===== src/rtl/stopwatch_pkg.sv =====
// Shared types and constants for the MM:SS stopwatch core.
package stopwatch_pkg;

    localparam int unsigned DIGIT_W = 4;
    localparam int unsigned PRESC_W = 8;

    localparam logic [DIGIT_W-1:0] MAX_UNITS = 4'd9;
    localparam logic [DIGIT_W-1:0] MAX_TENS  = 4'd5;

    localparam logic [4*DIGIT_W-1:0] TERMINAL_BCD = 16'h5959;

    typedef enum logic [1:0] {
        ST_IDLE  = 2'd0,
        ST_RUN   = 2'd1,
        ST_PAUSE = 2'd2,
        ST_LAP   = 2'd3
    } state_t;

    typedef struct packed {
        logic [DIGIT_W-1:0] d3;
        logic [DIGIT_W-1:0] d2;
        logic [DIGIT_W-1:0] d1;
        logic [DIGIT_W-1:0] d0;
    } bcd_time_t;

endpackage


===== src/rtl/bcd_mod_counter.sv =====
// One BCD digit counting 0..max; carry flags the enabled rollover to the next digit.
module bcd_mod_counter
    import stopwatch_pkg::*;
(
    input  logic               clk,
    input  logic               reset,
    input  logic               clr,
    input  logic               en,
    input  logic [DIGIT_W-1:0] max,
    output logic [DIGIT_W-1:0] q,
    output logic               carry
);

    // Combinational carry so the whole digit chain ripples on a single edge.
    assign carry = en && (q == max);

    always_ff @(posedge clk) begin
        if (reset || clr) begin
            q <= '0;
        end else if (en) begin
            q <= carry ? '0 : q + DIGIT_W'(1);
        end
    end

endmodule


===== src/rtl/stopwatch_core.sv =====
// Stopwatch control: clk_div edge detect, prescaler, run/pause/lap FSM and MM:SS display select.
module stopwatch_core
    import stopwatch_pkg::*;
#(
    parameter int unsigned PRESCALE = 1
) (
    input  logic               clk,
    input  logic               reset,
    input  logic               clk_div,
    input  logic               start_stop,
    input  logic               lap,
    input  logic               clear,
    output logic [DIGIT_W-1:0] disp_d3,
    output logic [DIGIT_W-1:0] disp_d2,
    output logic [DIGIT_W-1:0] disp_d1,
    output logic [DIGIT_W-1:0] disp_d0,
    output logic               running,
    output logic               lap_active,
    output logic               wrap
);

    state_t              state, state_next;
    logic                q1, q2, tick, inc;
    logic                counting, clear_acc, snap_load;
    logic [PRESC_W-1:0]  presc;
    logic [3:0]          carry;
    logic [DIGIT_W-1:0]  c0, c1, c2, c3;
    bcd_time_t           live, snap;

    assign tick = q1 && !q2;
    assign inc  = tick && counting && (presc == PRESC_W'(PRESCALE - 1));
    assign live = {c3, c2, c1, c0};

    always_ff @(posedge clk) begin
        if (reset) begin
            state <= ST_IDLE;
        end else begin
            state <= state_next;
        end
    end

    // Next state plus the per-cycle strobes derived from the current state.
    always_comb begin
        state_next = state;
        counting   = 1'b0;
        clear_acc  = 1'b0;
        snap_load  = 1'b0;
        case (state)
            ST_IDLE: begin
                if (start_stop) state_next = ST_RUN;
            end
            ST_RUN: begin
                counting = 1'b1;
                if (start_stop) begin
                    state_next = ST_PAUSE;
                end else if (lap) begin
                    state_next = ST_LAP;
                    snap_load  = 1'b1;
                end
            end
            ST_LAP: begin
                counting = 1'b1;
                if (start_stop) state_next = ST_PAUSE;
                else if (lap)   state_next = ST_RUN;
            end
            ST_PAUSE: begin
                if (clear) begin
                    state_next = ST_IDLE;
                    clear_acc  = 1'b1;
                end else if (start_stop) begin
                    state_next = ST_RUN;
                end
            end
            default: state_next = ST_IDLE;
        endcase
    end

    always_ff @(posedge clk) begin
        if (reset) begin
            q1         <= 1'b0;
            q2         <= 1'b0;
            presc      <= '0;
            snap       <= '0;
            running    <= 1'b0;
            lap_active <= 1'b0;
            wrap       <= 1'b0;
        end else begin
            q1         <= clk_div;
            q2         <= q1;
            running    <= (state_next == ST_RUN) || (state_next == ST_LAP);
            lap_active <= (state_next == ST_LAP);
            // Digit-3 carry only fires on an increment at the terminal value.
            wrap       <= carry[3] && (live == TERMINAL_BCD);
            if (clear_acc) begin
                presc <= '0;
            end else if (tick && counting) begin
                presc <= inc ? '0 : presc + PRESC_W'(1);
            end
            if (snap_load) begin
                snap <= live;
            end
        end
    end

    bcd_mod_counter u_d0 (.clk(clk), .reset(reset), .clr(clear_acc), .en(inc),
                          .max(MAX_UNITS), .q(c0), .carry(carry[0]));
    bcd_mod_counter u_d1 (.clk(clk), .reset(reset), .clr(clear_acc), .en(carry[0]),
                          .max(MAX_TENS),  .q(c1), .carry(carry[1]));
    bcd_mod_counter u_d2 (.clk(clk), .reset(reset), .clr(clear_acc), .en(carry[1]),
                          .max(MAX_UNITS), .q(c2), .carry(carry[2]));
    bcd_mod_counter u_d3 (.clk(clk), .reset(reset), .clr(clear_acc), .en(carry[2]),
                          .max(MAX_TENS),  .q(c3), .carry(carry[3]));

    // Snapshot is frozen on screen only while lapping.
    assign {disp_d3, disp_d2, disp_d1, disp_d0} = lap_active ? snap : live;

endmodule


===== config.mk =====
export PLATFORM = sky130hd
export DESIGN_NAME = stopwatch_core
export DESIGN_NICKNAME = d
export VERILOG_FILES = /design/src/rtl/stopwatch_pkg.sv /design/src/rtl/bcd_mod_counter.sv /design/src/rtl/stopwatch_core.sv
export SDC_FILE = /design/constraint.sdc
export NUM_CORES = 1
export LEC_CHECK = 0
export ABC_AREA = 1
export CAP_MARGIN = 20
export CORE_ASPECT_RATIO = 1.2
export CORE_MARGIN = 2
export CORE_UTILIZATION = 30
export CTS_CLUSTER_DIAMETER = 50
export DETAILED_ROUTE_END_ITERATION = 6
export PLACE_DENSITY_LB_ADDON = 0.3
export REMOVE_ABC_BUFFERS = 1
export SYNTH_ARGS = -nofsm -noshare
export SYNTH_HDL_FRONTEND = slang
export SYNTH_SLANG_ARGS = --single-unit
export TNS_END_PERCENT = 5

===== constraint.sdc =====
create_clock -name clk -period 2.4 [get_ports clk]
set_input_delay 0.72 -clock clk [delete_from_list [all_inputs] [get_ports clk]]
set_output_delay 0.72 -clock clk [all_outputs]
set_load 0.03 [all_outputs]

==> results.ini <==
[status]
status=finished, final reports clean

[worst_setup_path]
slowest_delay_ns=0.66
path_class=reg2out
cp-startpoint=running$_SDFF_PP0_
ff2ff_path_depth=9
crit_path_top_delay_cell=clkdlybuf4s50_1
path_cells=clkdlybuf4s50_1
r2r_slack_ns=0.83
reg2reg_to=u_d3.q[0]$_SDFFE_PP0N_
startpoint_type=flip-flop
critPathCaptureType=primary output
worstPathRequired_ns=1.68
path_buf_inv=1
critPathTopFamily=buffers and inverters
cp_max_fo=1
critPathArrivalTime_ns=1.28
reg2reg_from=u_d0.q[1]$_SDFFE_PP0N_

[timing]
layout_setup_ws_ns=0.403
max-slew-margin-rel_pct=67.7
fin_setup_tns_ns=0
worst_slew_pin_slew_ns=0.480
skew_ns=0.00544
fmax_mhz=501
rsz0062_at_grt=no
finalSetupViolCount=0
slew_viol_final=0
finalCritPeriodShare_pct=83.2
hold_viol=0
fin_crit_ns=2.00

[synth]
ys_warn_count=0
yosys-top-cells-area=dfxtp_1 (42%), o21ai_0 (8.8%), nand2_1 (8.4%)
yosys.cell_types.count=28
yosysTopAreaCellShare_pct=42.2
synth_top_area_cell=dfxtp_1
syn_inst=301
synth_area_per_cell_sq_um=7.40
synth_area_sq_um=2230
ys_seq_elements=47
seq_area_frac_synth_pct=42.2

[clock_network]
cts_tree=built
numCtsBuffers=5
clk_latency_ns=0.30
hold_buffers=0
cts.reportedPaths.clkPinSlew_ns=0.08
htreeDepth=2
ctsLongestPathBuffers=2
post-cts-setup-buffer-count=0
clock_sinks=47
ctsResizeCount=0
root_buffer=clkbuf_8

[floorplanning]
die_x_um=82.7
start_util_pct=30.8
io_pins=25
die_area_sq_um=8130
rows=34
die_h_um=98.4
core_sq_um=7230

[global_route]
antenna_found_initial=0
grt_pass1_vias=1852
gr-total-overflow=0
grt_pass1_wl_mm=7.97
grtUsageTotal_pct=12.2
grt_max_degree=34

[final_layout]
drive_gt1_share_pct=11.9
final_net_count=344
antenna_cells=0
syn_to_final_growth_pct=19.6

[hold_path]
worst_hold_path.endpoint=q2$_SDFF_PP0_
hp-start=q1$_SDFF_PP0_
worstHoldPathType=reg2reg
holdPathStages=2

[drt]
wire_per_inst_um=10.9
routed_wl_mm=4.56
vias=1928
drt_iter0_drc=41
drt_drc_violations_left=0
drt-vias-per-instance=4.60
ant_nets=0
first_pass_iters=4

[placed_design]
portBuffers=24
dp_slack_ns=0.356
dp_hpwl_mm=3.34
place.gp.congestion=0.779

[power]
p_leak_uw=0.00109
peakVddDrop_mv=0.213
p_per_area_nw_per_um2=575

[job]
drv_cap=0

power breakdown:
| part | switching, uW | internal, uW |
|---|---|---|
| Combinational | 74.4 | 42.9 |
| Sequential | 12.4 | 802 |
| Clock | 262 | 337 |
metal layers:
| layer | GRT usage [%] | part of all wire (%) | vias up | wire length [um] |
|---|---|---|---|---|
| li1 | - | - | 1027 | - |
| met2 | 20.5 | 49 | 24 | 2210 |
| met3 | 2.77 | 2.9 | 8 | 130 |
| met5 | 0 | 0 | - | 0 |
| met4 | 4.67 | 1.8 | 0 | 80 |
| met1 | 14.9 | 47 | 869 | 2130 |
cell families after synthesis:
group | Yosys count | share of synthesized area [%]
buf+inv | 53 | 9.16
compound gates | 75 | 17.5
simple gates | 108 | 22.3
xor+xnor | 8 | 3.15
fa+ha+maj | 10 | 5.62
flops | 47 | 42.2
cell type report:
class                      count  area (sq um)
clock buffer                   6          82.6
clock inverter                 2          35.0
fill                         785          4570
inverter                      45           170
multi-input combinational    201          1080
sequential                    47           941
tap                           90           113
timing repair buffer          28           240
cells in the mapped netlist:
| master | n |
|---|---|
| nand2_1 | 50 |
| dfxtp_1 | 47 |
| inv_1 | 43 |
| o21ai_0 | 39 |
| a21oi_1 | 30 |
| nor2_1 | 24 |
| nand3_1 | 15 |
| ha_1 | 10 |
| xor2_1 | 7 |
| clkbuf_1 | 5 |
| nor3_1 | 5 |
| nor2_2 | 4 |
| buf_2 | 3 |
| nand4_1 | 3 |
| a211oi_1 | 2 |
| nand3b_1 | 2 |
| clkinv_2 | 1 |
| inv_2 | 1 |
| nand3_2 | 1 |
| nand4_4 | 1 |
| nor2_4 | 1 |
| nor3_2 | 1 |
| nor3b_1 | 1 |
| o211ai_1 | 1 |
| o21ai_1 | 1 |
| o311ai_0 | 1 |
| o32ai_1 | 1 |
| xnor2_1 | 1 |
worst max path at each step:
stage / cells after the start / endpoint / slack [ns]
finish: 1 / running / 0.40
global placement: 8 / presc[5]$_SDFFE_PP0P_ / 0.40
CTS: 1 / running / 0.38
detailed placement: 8 / presc[5]$_SDFFE_PP0P_ / 0.36
global route: 4 / disp_d1[2] / 0.26
floorplan: 1 / disp_d0[0] / 0.21
stage by stage:
stage | instance area, sq um | hold WS (ns) | power (uW) | std cells | util [%]
final | 2660 | 0.448 | 1530 | 419 | 36.8
after CTS | 2660 | 0.454 | 1550 | 419 | 36.8
after detailed placement | 2550 | 0.436 | 952 | 411 | 35.2
after floorplan | 2190 | 0.416 | 903 | 293 | -
after global routing | 2660 | 0.477 | 1600 | 419 | 36.8
after global placement | 2550 | 0.426 | 948 | 411 | 35.2
registers in the layout, indices dropped and copies added, names as in the netlist:
register	count
lap_active	1
presc	8
q1	1
q2	1
running	1
snap	16
state	2
u_d0.q	4
u_d1.q	4
u_d2.q	4
u_d3.q	4
wrap	1
cell usage in the layout, fill, tap and decap left out, types with 2 or more instances in the layout:
cell / n
clkdlybuf4s50_1: 7
a21oi_1: 30
nand3b_1: 2
nand3_1: 15
xor2_1: 7
nand2_1: 50
o21ai_0: 39
inv_1: 43
nor3_1: 5
ha_1: 10
nand4_1: 3
a211oi_1: 2
buf_4: 20
clkbuf_8: 6
nor2_2: 4
dfxtp_1: 47
clkinv_2: 2
nor2_1: 24
tightest hold or removal path: cells and delay by family (launching register included):
| family | cells | cell delay (ns) |
|---|---|---|
| flip-flops | 1 | 0.33 |
| buffers and inverters | 1 | 0.05 |
| AND/OR/NAND/NOR | 1 | 0.03 |
Power figures use the tool's default switching activity.
